==> config.mk <==
export PLATFORM = sky130hd
export DESIGN_NAME = seg_scan_ctrl
export DESIGN_NICKNAME = d
export VERILOG_FILES = /design/src/rtl/seg_scan_pkg.sv /design/src/rtl/seg_slot_timer.sv /design/src/rtl/seg_scan_ctrl.sv
export SDC_FILE = /design/constraint.sdc
export NUM_CORES = 1
export LEC_CHECK = 0
export ABC_AREA = 1
export CAP_MARGIN = 20
export CORE_MARGIN = 1.5
export CORE_UTILIZATION = 35
export CTS_BUF_LIST = sky130_fd_sc_hd__clkbuf_8
export DETAILED_ROUTE_END_ITERATION = 16
export MAX_ROUTING_LAYER = met4
export PLACE_DENSITY = 0.53
export SYNTH_ARGS = -nofsm -noshare
export SYNTH_HDL_FRONTEND = slang
export SYNTH_HIERARCHICAL = 1
export SYNTH_SLANG_ARGS = --single-unit
==> constraint.sdc <==
create_clock -name clk -period 3.4 [get_ports clk]
set_input_delay 1.02 -clock clk [delete_from_list [all_inputs] [get_ports clk]]
set_output_delay 1.02 -clock clk [all_outputs]
set_load 0.01 [all_outputs]
==> src/rtl/seg_scan_pkg.sv <==
// Shared types, constants and the leading-zero helper for the 7-segment scan controller.
package seg_scan_pkg;

  typedef enum logic [1:0] {
    OFF   = 2'd0,
    DRIVE = 2'd1,
    DEAD  = 2'd2
  } scan_state_t;

  localparam logic [3:0]  BCD_MAX    = 4'd9;
  localparam int unsigned MAX_DIGITS = 16;

  // Per-digit suppress vector: bit k set when digits k..num_digits-1 are all zero (digit 0 never set).
  function automatic logic [MAX_DIGITS-1:0] lz_mask(input logic [MAX_DIGITS-1:0][3:0] value,
                                                    input int unsigned num_digits);
    logic [MAX_DIGITS-1:0] mask;
    logic                  all_zero;
    mask     = '0;
    all_zero = 1'b1;
    for (int unsigned k = MAX_DIGITS - 1; k >= 1; k--) begin
      if (k < num_digits) begin
        all_zero     = all_zero && (value[k[3:0]] == 4'd0);
        mask[k[3:0]] = all_zero;
      end
    end
    return mask;
  endfunction

endpackage

==> src/rtl/seg_slot_timer.sv <==
// Slot / dead-time counter with terminal-count flags for the scan controller.
module seg_slot_timer #(
  parameter int unsigned REFRESH_DIV = 50000,
  parameter int unsigned DEAD_CYCLES = 2,
  parameter int unsigned CNT_W       = 16
) (
  input  logic clk,
  input  logic rst_n,
  input  logic clr,
  input  logic in_dead,
  output logic drive_tc_c,
  output logic dead_tc_c
);

  localparam logic [CNT_W-1:0] DRIVE_TERM = CNT_W'(REFRESH_DIV - 1);
  localparam logic [CNT_W-1:0] DEAD_TERM  = CNT_W'((DEAD_CYCLES == 0) ? 0 : DEAD_CYCLES - 1);

  logic [CNT_W-1:0] cnt;

  assign drive_tc_c = (cnt == DRIVE_TERM);
  assign dead_tc_c  = (cnt == DEAD_TERM);

  // Count within the current phase; wrap to zero at the phase terminal or when cleared.
  always_ff @(posedge clk) begin
    if (!rst_n) begin
      cnt <= '0;
    end else if (clr || (in_dead ? dead_tc_c : drive_tc_c)) begin
      cnt <= '0;
    end else begin
      cnt <= cnt + CNT_W'(1);
    end
  end

endmodule

==> src/rtl/seg_scan_ctrl.sv <==
// Time-multiplexed N-digit 7-segment scan controller with dead time, blanking and tear-free updates.
module seg_scan_ctrl
  import seg_scan_pkg::*;
#(
  parameter int unsigned NUM_DIGITS  = 4,
  parameter int unsigned REFRESH_DIV = 50000,
  parameter int unsigned DEAD_CYCLES = 2,
  parameter int unsigned BLANK_LZ    = 1
) (
  input  logic                    clk,
  input  logic                    rst_n,
  input  logic                    disp_en,
  input  logic                    upd_valid,
  input  logic [4*NUM_DIGITS-1:0] upd_value,
  output logic                    upd_ready,
  output logic [3:0]              bcd_digit,
  output logic                    seg_blank,
  output logic [NUM_DIGITS-1:0]   dig_en,
  output logic                    frame_done
);

  localparam int unsigned CNT_MAX  = (REFRESH_DIV > DEAD_CYCLES) ? REFRESH_DIV : DEAD_CYCLES;
  localparam int unsigned CNT_W    = $clog2((CNT_MAX > 2) ? CNT_MAX : 2);
  localparam int unsigned IDX_W    = $clog2((NUM_DIGITS > 2) ? NUM_DIGITS : 2);
  localparam logic [IDX_W-1:0] LAST_IDX = IDX_W'(NUM_DIGITS - 1);

  scan_state_t                     state, state_d;
  logic [IDX_W-1:0]                idx, idx_d;
  logic [NUM_DIGITS-1:0][3:0]      shadow, pending_val;
  logic                            pending, pending_d;
  logic                            advance, wrap, commit, accept, active;
  logic                            drive_tc, dead_tc;
  logic [MAX_DIGITS-1:0][3:0]      shadow_ext;
  logic [MAX_DIGITS-1:0]           lz;
  logic [3:0]                      cur_digit;
  logic [NUM_DIGITS-1:0]           dig_en_d;
  logic [3:0]                      bcd_d;
  logic                            seg_blank_d;

  seg_slot_timer #(
    .REFRESH_DIV (REFRESH_DIV),
    .DEAD_CYCLES (DEAD_CYCLES),
    .CNT_W       (CNT_W)
  ) u_timer (
    .clk        (clk),
    .rst_n      (rst_n),
    .clr        ((state == OFF) || !disp_en),
    .in_dead    (state == DEAD),
    .drive_tc_c (drive_tc),
    .dead_tc_c  (dead_tc)
  );

  assign shadow_ext = (4*MAX_DIGITS)'(shadow);
  assign lz         = lz_mask(shadow_ext, NUM_DIGITS);
  assign accept     = upd_valid && upd_ready;

  // Next-state, slot index advance, frame wrap and pending-value commit.
  always_comb begin
    state_d = state;
    idx_d   = idx;
    advance = 1'b0;
    wrap    = 1'b0;
    commit  = 1'b0;
    case (state)
      OFF: begin
        commit = pending;
        if (disp_en) begin
          state_d = DRIVE;
          idx_d   = '0;
        end
      end
      DRIVE: begin
        if (drive_tc) begin
          if (DEAD_CYCLES == 0) advance = 1'b1;
          else                  state_d = DEAD;
        end
      end
      DEAD: begin
        if (dead_tc) begin
          advance = 1'b1;
          state_d = DRIVE;
        end
      end
      default: state_d = OFF;
    endcase
    if (advance) begin
      if (idx == LAST_IDX) begin
        idx_d  = '0;
        wrap   = 1'b1;
        commit = pending;
      end else begin
        idx_d = idx + IDX_W'(1);
      end
    end
    if (!disp_en) begin
      state_d = OFF;
      idx_d   = '0;
      wrap    = 1'b0;
      commit  = (state == OFF) && pending;
    end
  end

  // Pending flag and pin values derived from the current state.
  always_comb begin
    pending_d   = pending;
    if (commit)      pending_d = 1'b0;
    else if (accept) pending_d = 1'b1;
    active      = (state == DRIVE) && disp_en;
    cur_digit   = shadow[idx];
    dig_en_d    = active ? (NUM_DIGITS'(1) << idx) : '0;
    bcd_d       = active ? cur_digit : 4'd0;
    seg_blank_d = !active || (cur_digit > BCD_MAX) || ((BLANK_LZ != 0) && lz[idx]);
  end

  // FSM state, slot index and display value registers.
  always_ff @(posedge clk) begin
    if (!rst_n) begin
      state       <= OFF;
      idx         <= '0;
      pending     <= 1'b0;
      pending_val <= '0;
      shadow      <= '0;
    end else begin
      state   <= state_d;
      idx     <= idx_d;
      pending <= pending_d;
      if (accept) pending_val <= upd_value;
      if (commit) shadow      <= pending_val;
    end
  end

  // Registered output pins.
  always_ff @(posedge clk) begin
    if (!rst_n) begin
      dig_en     <= '0;
      bcd_digit  <= 4'd0;
      seg_blank  <= 1'b1;
      frame_done <= 1'b0;
      upd_ready  <= 1'b1;
    end else begin
      dig_en     <= dig_en_d;
      bcd_digit  <= bcd_d;
      seg_blank  <= seg_blank_d;
      frame_done <= wrap;
      upd_ready  <= !pending_d;
    end
  end

endmodule

==> results.md, run 1 <==
- Outcome: completed
- Post-DR wirelength/cell: 10.2 um
- Nets: 449
- Synthesized instance count: 395
- Synth unique cells: 25
- Hold/Removal Path Class: register to register
- Hold Fails Final Rpt: 0
- TritonCTS clock tree: done
- Longest Clk Path Bufs: 2
- Reg-to-Reg Start: u_timer/cnt[0]
- Peak VDD IR: 0.240 mV
- Largest area contributor in the netlist: dfxtp_1
- Seq/Total Area, Yosys: 46.0%
- Routed Antenna Nets: 0
- Gr usage total: 15.0%
- Total power: 1.66 mW
- CP arrival: 2.51 ns
- Reg clk slew, reported paths: 0.07 ns
- Via count: 2300
- DRT Pass-1 Iters: 4
- Largest cells by area after synthesis: dfxtp_1 46%, nor2_1 13%, nand2_1 12%
- Synth top area share: 46.0%
- Largest net degree at the start of global routing: 34
- Syn_nets: 418
- Total Wirelength: 5.42 mm
- Final setup margin: 1.09 ns
- Synth cell count leaders: 96 x nor2_1, 89 x nand2_1, 64 x dfxtp_1
- Antenna diode count: 0
- Post-synth EDFFs: 0
- R2r setup slk: 1.19 ns
- Synthesized area per cell: 7.05 sq um
- Capture point of the critical path: pending_val[14]
- P_leak: 1.31 nW
- Pwr Density: 494 nW/um^2
- Setup TNS Final: 0 ns
- Root buffer selected by CTS: clkbuf_8
- Slew Viols, Final: 0
- Number of max-cap violations: 0
- Initial antenna violation count: 0
- Core Footprint: 7730 sq um
- Setup-failing EPs final: 0
- Layout area overhead: 20.9%
- DR iter-0 viols: 71
- GPL Wtd Cong: 0.780
- Cts repair resizes: 0
- Num CTS Buffers: 9
- Final non-filler cell total: 533
- RSZ-0062 raised after global routing: no
- Startpoint Class: primary input
- Worst R2R End: shadow[12]
- Synth Register Bits: 64
- Synth warnings: 6
- Pre-CTS setup slack: 0.738 ns
- Setup CP Type: primary input to register
- CTS Hold Bufs: 0
- Worst Path Required: 3.59 ns
- Placed cells: 517
- Clock Sinks: 64
- Die area: 8500 sq um
- Post-synthesis async set-or-reset flop share: 0%
- Max Clock Skew: 0.00989 ns
- CTS H-tree lvls: 3
- DP HPWL: 3.86 mm
- End-of-flow core utilization: 43.6%
- Tightest Pin Transition: 0.858 ns
- IO Pins: 31
- GRT overflow: 0
- Top FF cell, synth: dfxtp_1
- Vias per cell: 4.32
- Setup bufs post-CTS: 0
- # port buffers: 30
- F_max: 0.432 GHz
- Critical Path Fanout Max: 32
- Slew margin rel.: 42.7%
- Post-synthesis cell area: 2780 sq um
- Share of cells above drive strength 1: 6.50%
- Starting density of the core: 36.0%
- Min Tclk post-route: 2.31 ns
- Clock Latency Late Sink: 0.33 ns
- DRC violations left: 0
- Worst Setup End Kind: register
- Reg2Reg Depth: 9
- Global-route wire length before repair: 9.65 mm
- Chip width: 92.2 um
- Die height: 92.2 um
- Final critical-path share of the clock period: 68.0%
- Cell with the most instances after synthesis: nor2_1
- Critical Path Source: upd_valid
- Row count: 32
- Vias in the first global route: 2187
==> worst min path at each step <==
stage                    start              end  slack [ns]  cells after the start
3_5_place_dp    pending_val[4]   pending_val[4]        0.45                      2
5_1_grt         pending_val[1]   pending_val[1]        0.47                      2
2_1_floorplan  pending_val[12]  pending_val[12]        0.43                      2
6_report        pending_val[4]   pending_val[4]        0.46                      2
3_3_place_gp    pending_val[9]   pending_val[9]        0.44                      2
4_1_cts         pending_val[4]   pending_val[4]        0.46                      2
==> metal layers <==
layer  GRT usage, %  share of wire (%)  routed length [um]
met1           20.4                 59                3180
met2           19.9                 36                1950
met3           4.23                3.6                 193
met4           7.69                1.8                  95
met5              -                  0                   0
==> where the power goes <==
group	switching (mW)	internal (mW)	leakage [nW]	total [mW]
Clock	0.296	0.413	0.110	0.709
Sequential	0.0179	0.788	0.523	0.806
Combinational	0.0831	0.0638	0.682	0.147
==> sequential cells by signal, summed over array words and instances (netlist names) <==
register	flops
bcd_digit	4
dig_en	4
frame_done	1
idx	2
pending	1
pending_val	16
seg_blank	1
shadow	16
state	2
u_timer/cnt	16
upd_ready	1
==> logic make-up after synthesis <==
| family | count (synthesis) | share of synthesized area [%] |
|---|---|---|
| buf+inv | 55 | 8.67 |
| flops | 64 | 46.0 |
| compound gates | 46 | 8.90 |
| fa+ha+maj | 3 | 1.35 |
| simple gates | 218 | 32.2 |
| xor+xnor | 9 | 2.83 |
==> critical path, cell delays in order <==
cell	delay, ns
clkdlybuf4s50_1	0.49
nand2_1	0.50
o21ai_0	0.42
a21oi_1	0.06
==> layout by cell type, fill, tap and decap left out, drive strengths merged <==
master	instances
a21oi	22
buf	2
bufinv	2
clkbuf	9
clkdlybuf4s50	30
clkinv	3
clkinvlp	1
dfxtp	64
ha	3
inv	44
nand2	91
nand3	19
nand4	4
nor2	97
nor3	5
nor4	2
o211ai	1
o21ai	22
o32ai	1
xnor2	3
xor2	6
==> through the flow <==
step | hold WS, ns | instance area (sq um)
CTS | 0.457 | 3370
global placement | 0.444 | 3150
finish | 0.456 | 3370
detailed placement | 0.447 | 3150
floorplan | 0.429 | 2780
global route | 0.472 | 3370
==> final cells by class <==
type | count | area, sq um
timing repair buffer | 32 | 315
multi-input combinational | 276 | 1260
tap | 102 | 128
inverter | 43 | 161
clock buffer | 9 | 124
sequential | 64 | 1280
fill | 819 | 4360
clock inverter | 7 | 95.1
Note: power is estimated with default switching activity, not from simulation.
==> run 2: changes to the inputs <==
--- a/config.mk
+++ b/config.mk
@@ -12,7 +12,7 @@
 export CTS_BUF_LIST = sky130_fd_sc_hd__clkbuf_8
 export DETAILED_ROUTE_END_ITERATION = 16
 export MAX_ROUTING_LAYER = met4
-export PLACE_DENSITY = 0.53
+export PLACE_DENSITY = 0.55
 export SYNTH_ARGS = -nofsm -noshare
 export SYNTH_HDL_FRONTEND = slang
 export SYNTH_HIERARCHICAL = 1
==> constraint.sdc (replaced) <==
create_clock -name clk -period 2.1 [get_ports clk]
set_input_delay 0.63 -clock clk [delete_from_list [all_inputs] [get_ports clk]]
set_output_delay 0.63 -clock clk [all_outputs]
set_load 0.01 [all_outputs]
==> results.md, run 2 (synthesized netlist as in run 1, its figures left out) <==
- Setup bufs post-CTS: 0 (unchanged)
- RSZ-0062 raised after global routing: no
- Antenna diode count: 0 (unchanged)
- Share of cells above drive strength 1: 7.14% (+0.65 points)
- F_max: 0.537 GHz
- Num CTS Buffers: 9 (unchanged)
- Cell family with the largest share of critical-path delay: buffers and inverters
- GPL Wtd Cong: 0.783 (+0.46%)
- Global-route wire length before repair: 9.85 mm (+2.1%)
- Placed cells: 520 (+0.58%)
- Outcome: completed
- # port buffers: 30 (unchanged)
- Crit-path max cell delay: 0.55 ns (+0.05 ns)
- Hold/Removal Path Class: register to register
- # fillers: 798 (-2.6%)
- CP bufs+invs: 1 (unchanged)
- IO Pins: 31 (unchanged)
- Critical Path, Cell by Cell: clkdlybuf4s50_1
- Reg-to-Reg Start: u_timer/cnt[0]
- Worst Path Required: 1.47 ns (-2.12 ns)
- Critical Path Fanout Max: 3 (-91%)
- Layout area overhead: 22.2%
- Regs by FF count: pending_val: 16 flops, shadow: 16 flops, u_timer/cnt: 16 flops
- Pwr Density: 796 nW/um^2 (+61%)
- DRC violations left: 0 (unchanged)
- CTS Hold Bufs: 0 (unchanged)
- Max Clock Skew: 0.00959 ns (-0.000299 ns)
- Longest Clk Path Bufs: 2 (unchanged)
- Row count: 32 (unchanged)
- DR iter-0 viols: 134 (+89%)
- Vias per cell: 4.44 (+2.9%)
- Clock Latency Late Sink: 0.34 ns (about the same)
- Die area: 8500 sq um (unchanged)
- CTS H-tree lvls: 3 (unchanged)
- Switch Pwr: 0.654 mW (+65%)
- Chip width: 92.2 um (unchanged)
- P_leak: 1.32 nW (+0.72%)
- Switch share: 24.1% (+0.27 points)
- Most frequent cells in the layout: 96 x nor2_1, 89 x nand2_1, 64 x dfxtp_1
- Hold Fails Final Rpt: 0 (unchanged)
- Starting density of the core: 36.0% (unchanged)
- Nets: 452 (+0.67%)
- DRT Pass-1 Iters: 5 (+1)
- Routed Antenna Nets: 0 (unchanged)
- Setup-failing EPs final: 0 (unchanged)
- TritonCTS clock tree: done
- Cts repair resizes: 0 (unchanged)
- Initial antenna violation count: 0 (unchanged)
- Worst hold slack: 0.453 ns (-0.00281 ns)
- Setup TNS Final: 0 ns (unchanged)
- CP arrival: 1.23 ns (-1.28 ns)
- Clock power frac: 42.7% (about the same)
- Total Wirelength: 5.48 mm (+1.2%)
- Core Footprint: 7730 sq um (unchanged)
- Post-DR wirelength/cell: 10.2 um (+0.62%)
- Largest net degree at the start of global routing: 34 (unchanged)
- Worst Setup End Kind: output pin
- Tightest Pin Transition: 0.553 ns (-0.304 ns)
- Min Tclk post-route: 1.86 ns
- Root buffer selected by CTS: clkbuf_8
- Number of max-cap violations: 0 (unchanged)
- Slew margin rel.: 63.1% (+20 points)
- P_int: 2.05 mW (+62%)
- Clock Sinks: 64 (unchanged)
- Most common cell after layout, fill and taps aside: nor2_1
- End-of-flow core utilization: 44.0% (+0.47 points)
- Sequential share of power: 48.2% (-0.3 points)
- Die height: 92.2 um (unchanged)
- Vias in the first global route: 2240 (+2.4%)
- DP HPWL: 3.84 mm (-0.28%)
- Startpoint Class: register
- GRT overflow: 0 (unchanged)
- Critical Path Source: upd_ready
- Gr usage total: 15.1% (+0.17 points)
- Setup CP Type: register to output pin
- HP Start: pending_val[9]
- Comb pwr share: 9.1% (+0.3 points)
- Via count: 2379 (+3.4%)
- Peak VDD IR: 0.376 mV (+57%)
- Reg clk slew, reported paths: 0.07 ns (about the same)
- Critical-path top delay cell: clkdlybuf4s50_1
- Final non-filler cell total: 536 (+0.56%)
- Slew Viols, Final: 0 (unchanged)
- Final critical-path share of the clock period: 88.7%
run 2: cell count changes in the layout (fill, tap and decap cells not counted), sizes merged:
cell / previous run / this run
buf: 2 / 5
clkinv: 3 / 2
clkinvlp: 1 / 3
inv: 44 / 43
run 2: path summary, 6_finish.rpt:
kind,end,slack (ns),cells past startpoint
setup / recovery,upd_ready,0.24,1
hold / removal,pending_val[9],0.45,2
setup reg to reg,shadow[6],0.24,10
hold reg to reg,pending_val[9],0.45,2
run 2: layer usage:
metal  part of all wire, %  vias to the layer above  GRT usage [%]
li1                      -                     1298              -
met1                    54                     1020           19.6
met2                    40                       52           21.5
met3                   4.0                        9           3.23
met4                   1.8                        0           9.10
met5                     0                        -              -
run 2: layout make-up:
type                            count  area, sq um  share of cell area, %
Clock buffer                        9          124                   3.64
Clock inverter                      7         96.3                   2.83
Inverter                           43          161                   4.74
Multi-Input combinational cell    276         1260                   37.1
Sequential cell                    64         1280                   37.7
Tap cell                          102          128                   3.75
Timing Repair Buffer               35          350                   10.3
run 2: stage by stage:
step | setup WS (ns) | instance area, sq um | power, mW
after CTS | 0.213 | 3400 | 2.75
after global routing | 0.0398 | 3400 | 2.84
final | 0.236 | 3400 | 2.71
after floorplan | 0.0674 | 2780 | 1.50
after global placement | 0.141 | 3180 | 1.58
after detailed placement | 0.151 | 3180 | 1.58
run 2: power by group through the flow:
stage          Sequential, mW  Clock (mW)  Combinational [mW]
6_report                 1.31        1.16               0.248
5_1_grt                  1.31        1.24               0.289
4_1_cts                  1.31        1.19               0.250
3_5_place_dp             1.33           0               0.249
3_3_place_gp             1.33           0               0.247
2_1_floorplan            1.33           0               0.172
